File: src/rtl/adder_seq_arbiter_if.sv
// rtl/adder_seq_arbiter_if.sv - nibble bus between the sequencer and the shared 4-bit adder chain
interface adder_seq_arbiter_if;
  logic [3:0] add_a;
  logic [3:0] add_b;
  logic       add_cin;
  logic [3:0] add_sum;
  logic       add_cout;

  modport master (
    output add_a,
    output add_b,
    output add_cin,
    input  add_sum,
    input  add_cout
  );

  modport slave (
    input  add_a,
    input  add_b,
    input  add_cin,
    output add_sum,
    output add_cout
  );
endinterface

File: src/rtl/adder_seq_arbiter.sv
// rtl/adder_seq_arbiter.sv - round-robin two-client nibble-serial adder over a shared 4-bit adder; ADD_SEQ_SUB_EN adds subtract
module adder_seq_arbiter #(
  parameter int WIDTH = 8
) (
  input  logic             clk,
  input  logic             rst,
  input  logic             req0,
  input  logic [WIDTH-1:0] a0,
  input  logic [WIDTH-1:0] b0,
  input  logic             req1,
  input  logic [WIDTH-1:0] a1,
  input  logic [WIDTH-1:0] b1,
`ifdef ADD_SEQ_SUB_EN
  input  logic             sub0,
  input  logic             sub1,
`endif
  output logic             done0,
  output logic             done1,
  output logic [WIDTH-1:0] result,
  output logic             cout,
  output logic             owner,
  output logic             busy,
  adder_seq_arbiter_if.master add
);

  localparam int NIB  = WIDTH / 4;
  localparam int IDXW = (NIB > 1) ? $clog2(NIB) : 1;

  typedef enum logic [1:0] {IDLE, RUN, DONE} state_t;

  state_t           state;
  logic             rr;
  logic [IDXW-1:0]  idx;
  logic             carry;
  logic [WIDTH-1:0] op_a;
  logic [WIDTH-1:0] op_b;
  logic             op_sub;
  logic             grant;
  logic             sub_sel;
  logic             last;
  logic [WIDTH-1:0] sh_a;
  logic [WIDTH-1:0] sh_b;

  // A lone requester wins outright; a tie goes to the round-robin pointer.
  always_comb begin
    grant = rr;
    if (req0 && !req1) grant = 1'b0;
    else if (req1 && !req0) grant = 1'b1;
  end

`ifdef ADD_SEQ_SUB_EN
  assign sub_sel = grant ? sub1 : sub0;
`else
  assign sub_sel = 1'b0;
`endif

  assign sh_a = op_a >> (4 * idx);
  assign sh_b = op_b >> (4 * idx);
  assign last = (int'(idx) == NIB - 1);
  assign busy = (state != IDLE);

  always_comb begin
    add.add_a   = 4'h0;
    add.add_b   = 4'h0;
    add.add_cin = 1'b0;
    if (state == RUN) begin
      add.add_a   = sh_a[3:0];
      add.add_b   = sh_b[3:0] ^ {4{op_sub}};
      add.add_cin = carry;
    end
  end

  always_ff @(posedge clk or posedge rst) begin
    if (rst) begin
      state  <= IDLE;
      rr     <= 1'b0;
      idx    <= '0;
      carry  <= 1'b0;
      op_a   <= '0;
      op_b   <= '0;
      op_sub <= 1'b0;
      result <= '0;
      cout   <= 1'b0;
      owner  <= 1'b0;
      done0  <= 1'b0;
      done1  <= 1'b0;
    end else begin
      done0 <= 1'b0;
      done1 <= 1'b0;
      case (state)
        IDLE: begin
          if (req0 || req1) begin
            owner  <= grant;
            op_a   <= grant ? a1 : a0;
            op_b   <= grant ? b1 : b0;
            op_sub <= sub_sel;
            idx    <= '0;
            // Subtract is A + ~B + 1, so the chain starts with carry set.
            carry  <= sub_sel;
            state  <= RUN;
          end
        end
        RUN: begin
          for (int n = 0; n < NIB; n++) begin
            if (int'(idx) == n) result[4*n +: 4] <= add.add_sum;
          end
          carry <= add.add_cout;
          idx   <= idx + 1'b1;
          if (last) begin
            cout  <= add.add_cout;
            done0 <= ~owner;
            done1 <= owner;
            state <= DONE;
          end
        end
        DONE: begin
          rr    <= ~owner;
          state <= IDLE;
        end
        default: state <= IDLE;
      endcase
    end
  end

endmodule

File: src/flat_wrapper.sv
// flat-port wrapper written by rule: the top's interface ports become plain ports
module adder_seq_arbiter_flat 
#(
  parameter int WIDTH = 8
)
  (clk, rst, req0, a0, b0, req1, a1, b1, done0, done1, result, cout, owner, busy, add_add_a, add_add_b, add_add_cin, add_add_sum, add_add_cout);
  adder_seq_arbiter_if add_i ();
  input  logic clk;
  input  logic rst;
  input  logic req0;
  input  logic [WIDTH-1:0] a0;
  input  logic [WIDTH-1:0] b0;
  input  logic req1;
  input  logic [WIDTH-1:0] a1;
  input  logic [WIDTH-1:0] b1;
  output logic done0;
  output logic done1;
  output logic [WIDTH-1:0] result;
  output logic cout;
  output logic owner;
  output logic busy;
  output wire logic [$bits(add_i.add_a)-1:0] add_add_a;
  output wire logic [$bits(add_i.add_b)-1:0] add_add_b;
  output wire logic [$bits(add_i.add_cin)-1:0] add_add_cin;
  input wire logic [$bits(add_i.add_sum)-1:0] add_add_sum;
  input wire logic [$bits(add_i.add_cout)-1:0] add_add_cout;
  assign add_add_a = add_i.add_a;
  assign add_add_b = add_i.add_b;
  assign add_add_cin = add_i.add_cin;
  assign add_i.add_sum = add_add_sum;
  assign add_i.add_cout = add_add_cout;
  adder_seq_arbiter #(.WIDTH(WIDTH)) u_core (.clk(clk), .rst(rst), .req0(req0), .a0(a0), .b0(b0), .req1(req1), .a1(a1), .b1(b1), .done0(done0), .done1(done1), .result(result), .cout(cout), .owner(owner), .busy(busy), .add(add_i));
endmodule
File: config.mk
export PLATFORM = sky130hd
export DESIGN_NAME = adder_seq_arbiter_flat
export DESIGN_NICKNAME = d
export VERILOG_FILES = /design/src/rtl/adder_seq_arbiter_if.sv /design/src/rtl/adder_seq_arbiter.sv /design/src/flat_wrapper.sv
export SDC_FILE = /design/constraint.sdc
export NUM_CORES = 1
export LEC_CHECK = 0
export BUFFER_PORTS_ARGS = -buffer_cell sky130_fd_sc_hd__buf_2
export CAP_MARGIN = 20
export CORE_ASPECT_RATIO = 1.5
export CORE_UTILIZATION = 45
export DETAILED_ROUTE_END_ITERATION = 8
export GPL_ROUTABILITY_DRIVEN = 0
export PLACE_DENSITY = 0.74
export SLEW_MARGIN = 40
export SYNTH_ARGS = -nofsm -noshare
export SYNTH_HDL_FRONTEND = slang
export SYNTH_SLANG_ARGS = --single-unit
File: constraint.sdc
create_clock -name clk -period 1.8 [get_ports clk]
set_input_delay 0.09 -clock clk [delete_from_list [all_inputs] [get_ports clk]]
set_output_delay 0.09 -clock clk [all_outputs]
set_load 0.005 [all_outputs]
==> results by group, run 1 <==
Outcome
  • Outcome: completed

Floorplanning
  • Die area: 4050 um2
  • Vert. Die Dim: 77.4 um
  • Std-Cell Rows: 27
  • Core Area: 3650 um2
  • Starting density of the core: 46.7%
  • I/O pin count: 63
  • Die Wd: about 52 um

Finish
  • NumNets Final: 269
  • Multi-input logic area: 774 um2
  • Area added between synthesis and finish: 25.7%
  • Inserted Diodes: 0
  • Share of layout cells above drive strength 1: 36.8%
  • Filler instances: 346
  • Register area: ~830 um2
  • Final Core Density: 58.7%

STA
  • Final Cycle Share: roughly 80%
  • Max_slew headroom: between 60% and 70%
  • Final setup TNS: 0 ns
  • Fin crit period: 1.48 ns
  • Worst-margin pin slew: about 0.49 ns
  • Final hold vios: 0
  • Final Skew: 0.00474 ns
  • Unrepaired setup endpoints after global routing: false
  • Highest clock rate: 0.677 GHz
  • Max-slew violation count: 0
  • Setup-failing EPs final: 0

Power
  • NetSw: 1380 uW
  • Final Power: 3530 uW
  • Peak VDD IR: 822 uV
  • Logic gate share of total power: 47.4%
  • Switching share of power: 39.0%
  • Clock Power Share: 15.7%
  • P_leak: 0.00102 uW
  • Seq pwr share: 36.9%
  • Internal power: around 2100 uW
  • Power per Cell Area: approximately 1600 nW/um2

Synth
  • Syn Inst Count: 167
  • Sequential element share of the synthesized area: 48.4%
  • Most used DFF post-synth: dfrtp_1
  • Mapped Nets: 208
  • Synthesized flop and latch total: 33
  • Area of the mapped netlist: 1710 um2
  • Synth top area cells: dfrtp_1, o2111ai_1, mux2i_1
  • Syn Area/Cell: 10.2 um2
  • Cell variety after synth: 27
  • Yosys Warn Count: 0
  • Share of the synthesized area in the top cell type: about 48%
  • Biggest area consumer among synthesized cells: dfrtp_1
  • Post-synth EDFFs: 0
  • FFs w/ async S/R, synth: 100%

Clock network
  • Clk root buf: clkbuf_8
  • CTS tree: built
  • Reg clk slew, reported paths: 0.06 ns
  • Total clock buffers created by CTS: 5
  • Worst-Skew Late Latency: between 0.2 and 0.3 ns
  • Post-CTS Setup Bufs: 0
  • Clock buffer depth: 2
  • Htree depth: 2
  • CTS sink count: 33

GRT
  • Vias in the first global route: roughly 1,500
  • First-pass GRT wire length: 6710 um
  • Initial antenna violation count: 0
  • Largest net degree at the start of global routing: 34
  • GRT Total Usage: 22.1%
  • Total grt overflow: 0

Critical path
  • Crit path DAT: ~1.4 ns
  • Setup CP Type: reg -> out
  • Critical Path End Type: output port
  • Required time worst endpoint: 1.71 ns
  • Worst Path Buf+Inv: 2
  • Slowest cell on crit path: dfrtp_1
  • Critical path cell sequence: buf_4 -> mux2i_1 -> nor2_1 -> buf_2
  • Max FO, Critical Path: 8
  • Top delay family on crit path: flip-flops
  • Crit start category: flip-flop
  • CP peak stage delay: 0.46 ns

Detailed routing
  • DRT Pass-1 Iters: 4
  • Total Wirelength: between 3000 and 4000 um
  • Drt drc: 0
  • DR WL/cell: 14.7 um
  • DRT iter0 DRCs: 46
  • Detail Route Antenna Nets: 0
  • Via Count: roughly 1,600
  • Via/cell ratio: about 5.8

Placed design
  • Buffers on Ports: 62
  • Post-DP HPWL: about 2900 um

Min path
  • Worst hold path class: in -> reg

Job
  • Max-Cap Viols: 0
[worst reg2reg max path, delay by kind of cell (launching register included)]
kind / cells / cell delay (ns)
muxes: 1 / 0.38
and+or+nand+nor: 2 / 0.47
DFF: 1 / 0.40
[state kept, by name (all words and copies together), names as in the netlist]
signal,flops
u_core.carry,1
u_core.rr,1
u_core.result,8
u_core.done0,1
u_core.state,2
u_core.op_a,8
u_core.done1,1
u_core.owner,1
u_core.idx,1
u_core.cout,1
u_core.op_b,8
[repair_timing]
| action | 4_1_cts | 5_1_grt |
|---|---|---|
| endpoints found under the hold margin | 33 | 0 |
| hold buffers | 1 | 0 |
| resized for setup | 0 | 0 |
[stage by stage]
step | hold WS [ns] | area, um2 | instances | setup WS (ns)
after floorplan | 0.212 | 1710 | 167 | 0.530
after global placement | 0.197 | 2050 | 263 | 0.464
after detailed placement | 0.202 | 2050 | 263 | 0.435
after CTS | 0.0317 | 2140 | 271 | 0.316
after global routing | 0.0303 | 2140 | 271 | 0.236
final | 0.0378 | 2140 | 271 | 0.323
[power by group through the flow]
stage	clock network, uW	registers [uW]	logic, uW
6_report	554	1300	1670
5_1_grt	597	1340	1880
4_1_cts	569	1300	1680
3_5_place_dp	0	1320	1680
3_3_place_gp	0	1300	1650
2_1_floorplan	0	1280	1150
[path summary, 6_finish.rpt]
check,slack (ns),endpoint,startpoint,depth (start not counted)
worst max-delay path,0.32,add_add_a[3],u_core.idx,4
worst min-delay path,0.04,u_core.result[5],add_add_sum[1],2
worst max register to register,0.42,u_core.result[3],u_core.state[1],3
worst min register to register,0.48,u_core.result[6],u_core.result[6],1
max in group asynchronous,1.07,u_core.done0,rst,4
min in group asynchronous,0.44,u_core.op_b[1],rst,4
[layer usage]
layer  routed length (um)  global-route usage (%)
met4                   21                    5.53
met2                 2020                    35.6
met3                  224                    6.08
met1                 1720                    28.9
met5                    0                       0
[logic make-up (layout without fill, tap and decap cells)]
| group | Yosys count | count (layout) | synth area share, % |
|---|---|---|---|
| buffers and inverters | 23 | 84 | 6.16 |
| AOI/OAI and AO/OA | 54 | 54 | 23.3 |
| DFF | 33 | 33 | 48.4 |
| muxes | 17 | 17 | 10.6 |
| and+or+nand+nor | 40 | 40 | 11.5 |
[cell usage in the layout (no fill, tap or decap)]
master and instances:
buf_2 62, nand2b_1 2, and2b_1 1, dfrtp_1 33, and3_1 1, clkbuf_8 6, o2111ai_1 32, inv_1 4
nand2_2 1, clkbuf_1 1, and2_1 1, mux2i_1 8, dlygate4sd3_1 1, nor2_4 1, o21bai_1 1, nor2_2 1
o21ai_1 5, inv_2 1, mux2_2 4, nand3_1 16, nor2_1 11, buf_4 8, o22ai_1 1, o21ai_0 14
nand2_1 5, clkinv_1 1, o211ai_1 1, mux2_1 5
[cell usage after synthesis, types with 2 or more instances]
library cell,instances
nand3_1,16
o2111ai_1,32
nand2b_1,2
o21ai_1,5
nand2_1,5
mux2_1,5
mux2i_1,8
o21ai_0,14
clkbuf_1,4
nor2_1,11
mux2_2,4
inv_1,4
buf_2,11
dfrtp_1,33
[cell type report]
| type | count | area share [%] |
|---|---|---|
| Tap cell | 43 | 2.51 |
| Timing Repair Buffer | 71 | 17.7 |
| Inverter | 6 | 1.05 |
| Multi-Input combinational cell | 111 | 36.1 |
| Clock buffer | 7 | 4.03 |
| Sequential cell | 33 | 38.5 |
Power figures use the tool's default switching activity.
==> run 2, diff against run 1 <==
--- a/config.mk
+++ b/config.mk
@@ -5,6 +5,7 @@
 export SDC_FILE = /design/constraint.sdc
 export NUM_CORES = 1
 export LEC_CHECK = 0
+export ABC_AREA = 1
 export BUFFER_PORTS_ARGS = -buffer_cell sky130_fd_sc_hd__buf_2
 export CAP_MARGIN = 20
 export CORE_ASPECT_RATIO = 1.5
==> constraint.sdc (replaced) <==
create_clock -name clk -period 1.4 [get_ports clk]
set_input_delay 0.07 -clock clk [delete_from_list [all_inputs] [get_ports clk]]
set_output_delay 0.07 -clock clk [all_outputs]
set_load 0.005 [all_outputs]
==> results by group, run 2 <==
Detailed routing
  • Via/cell ratio: 4.61
  • Drt drc: 0
  • Via Count: around 1,600
  • DRT iter0 DRCs: 34
  • DRT Pass-1 Iters: 4
  • Detail Route Antenna Nets: 0
  • Total Wirelength: 3520 um
  • DR WL/cell: 10.3 um

Floorplanning
  • Die Wd: about 53 um
  • Std-Cell Rows: 27
  • Core Area: between 3000 and 4000 um2
  • Vert. Die Dim: between 70 and 80 um
  • Die area: between 4000 and 5000 um2
  • I/O pin count: 63
  • Starting density of the core: 46.8%

Synth
  • Yosys Warn Count: 0
  • Synth top cells by count: nand2_1, inv_1, dfrtp_1
  • Sequential element share of the synthesized area: 47.9%
  • Synthesized flop and latch total: 33
  • Largest family of logic cells by synthesized area: simple AND/OR/NAND/NOR gates
  • Mapped Nets: 274
  • Area of the mapped netlist: roughly 1700 um2
  • Post-synthesis xor/xnor area fraction: 0%
  • Syn Area/Cell: roughly 7.4 um2
  • FFs w/ async S/R, synth: 100%
  • Synth top area cells: dfrtp_1, nand2_1, inv_1
  • Cell variety after synth: 18
  • Biggest area consumer among synthesized cells: dfrtp_1
  • Top-count cell post-synth: nand2_1
  • Post-synth EDFFs: 0
  • Share of the synthesized area in the top cell type: 47.9%
  • Syn Inst Count: 233
  • Post-synthesis simple-gate area fraction: 30.8%
  • Post-synthesis adder-cell area fraction: 0%
  • Most used DFF post-synth: dfrtp_1
  • Post-synthesis compound-gate area fraction: 7.55%
  • Fraction of synthesized area in multiplexers: 0%

GRT
  • Vias in the first global route: 1,474
  • GR Layer Usage met2: 34.6%
  • Met3 usage: 5.88%
  • Largest net degree at the start of global routing: 34
  • Total grt overflow: 0
  • GRT Total Usage: between 15 and 20%
  • First-pass GRT wire length: 6080 um
  • Grt met1 use: 22.2%
  • GRT busiest layer: met2
  • Initial antenna violation count: 0

Min path
  • Worst hold path class: in -> reg
  • Hold endpoint: u_core.result[7]
  • Hold path start: add_add_sum[3]
  • Hold depth: 3

Power
  • Final Power: 4490 uW
  • Peak VDD IR: 1200 uV
  • P_leak: 0.00133 uW
  • Power per Cell Area: 2050 nW/um2

Critical path
  • Worst r2r path cells: 4
  • R2R setup slack: around 0.13 ns
  • Max FO, Critical Path: 11
  • Required time worst endpoint: approximately 1.3 ns
  • Setup CP Type: reg -> out
  • Worst r2r src: u_core.state[1]
  • Crit start category: flip-flop
  • Worst R2R End: u_core.result[7]
  • Critical Path End Type: output port
  • Crit path DAT: 1.29 ns

Placed design
  • Post-DP HPWL: ~2700 um
  • Buffers on Ports: 62

Clock network
  • Htree depth: 2
  • Total clock buffers created by CTS: 5
  • Reg clk slew, reported paths: 0.07 ns
  • CTS tree: built
  • CTS sink count: 33
  • Worst-Skew Late Latency: between 0.2 and 0.3 ns
  • Clk root buf: clkbuf_8
  • Clock buffer depth: 2
  • Post-CTS Setup Bufs: 0

STA
  • Highest clock rate: 0.738 GHz
  • Max_slew headroom: 63.1%
  • Final Cycle Share: a little over nine tenths
  • Setup-failing EPs final: 0
  • Fin crit period: 1.36 ns
  • Final setup TNS: 0 ns
  • Worst-margin pin slew: approximately 0.55 ns
  • Final hold vios: 0
  • Max-slew violation count: 0
  • Final Skew: 0.00754 ns
  • Unrepaired setup endpoints after global routing: true

Finish
  • Share of layout cells above drive strength 1: 30.8%
  • NumNets Final: 339
  • Area added between synthesis and finish: 27.0%
  • Inserted Diodes: 0
  • Most common cell after layout, fill and taps aside: nand2_1
  • Largest regs: u_core.op_a x8, u_core.op_b x8, u_core.result x8
  • Most frequent cells in the layout: nand2_1, buf_2, inv_1

Job
  • Max-Cap Viols: 0

Outcome
  • Outcome: completed
==> run 2: changes by cell type after synthesis, moves of 5 or more <==
cell       previous run  this run
nand2_1               5        82
inv_1                 4        43
o2111ai_1            32         0
nand3_1              16        32
o21ai_0              14         4
a21oi_1               0         9
buf_2                11         3
mux2i_1               8         0
nor2_1               11         3
mux2_1                5         0
o21ai_2               0         5
==> run 2: cells by family (layout without fill, tap and decap cells) <==
| logic type | count (synthesis) | in the layout |
|---|---|---|
| buffers and inverters | 55 | 121 |
| flip-flops | 33 | 33 |
| AO/OA/AOI/OAI | 22 | 22 |
| AND/OR/NAND/NOR | 123 | 123 |
==> run 2: power breakdown <==
group / switching [uW] / internal (uW)
combinational: 1210 / 794
sequential: 278 / 1430
clock: 334 / 444
total: 1820 / 2670
==> run 2: area by class of cell <==
type | count | area [um2]
Inverter | 46 | 179
Clock buffer | 7 | 96.3
Tap cell | 43 | 53.8
Sequential cell | 33 | 828
Fill cell | 383 | 1490
Clock inverter | 1 | 5.00
Timing Repair Buffer | 67 | 353
Multi-Input combinational cell | 145 | 674
==> run 2: timing repair <==
action / CTS / global route
hold buffers: 2 / 0
endpoints found under the hold margin: 34 / 0
setup endpoints to repair: 8 / 21
resized for setup: 3 / 6
pin swaps: 0 / 0
==> run 2: worst max path at each step <==
stage,from,end,depth (start not counted)
finish,u_core.state[1],add_add_a[2],4
global route,u_core.state[1],add_add_a[2],4
CTS,u_core.state[1],add_add_a[1],4
detailed placement,u_core.state[1],u_core.result[7],4
global placement,u_core.state[1],u_core.op_b[4],5
floorplan,u_core.state[1],u_core.result[4],5
==> run 2: per-layer routing <==
metal,vias to the layer above,share of wire [%]
li1,835,-
met4,0,1.6
met2,42,53
met3,5,4.7
met1,695,41
met5,-,0
==> run 2: critical path, cell delays in order (launching register included) <==
cell	delay, ns
dfrtp_2	0.44
nor2_4	0.17
inv_4	0.09
a21oi_1	0.15
buf_2	0.14
==> run 2: through the flow <==
stage / util (%) / instance area [um2] / cells / worst slack, ns / hold slack (ns)
after floorplan: - / 1720 / 233 / 0.331 / 0.180
after global placement: 55.6 / 2050 / 332 / 0.125 / 0.170
after detailed placement: 55.6 / 2050 / 332 / 0.104 / 0.176
after CTS: 59.1 / 2180 / 342 / 0.00154 / 0.0431
after global routing: 59.5 / 2190 / 342 / -0.0290 / 0.0492
final: 59.5 / 2190 / 342 / 0.0441 / 0.0489
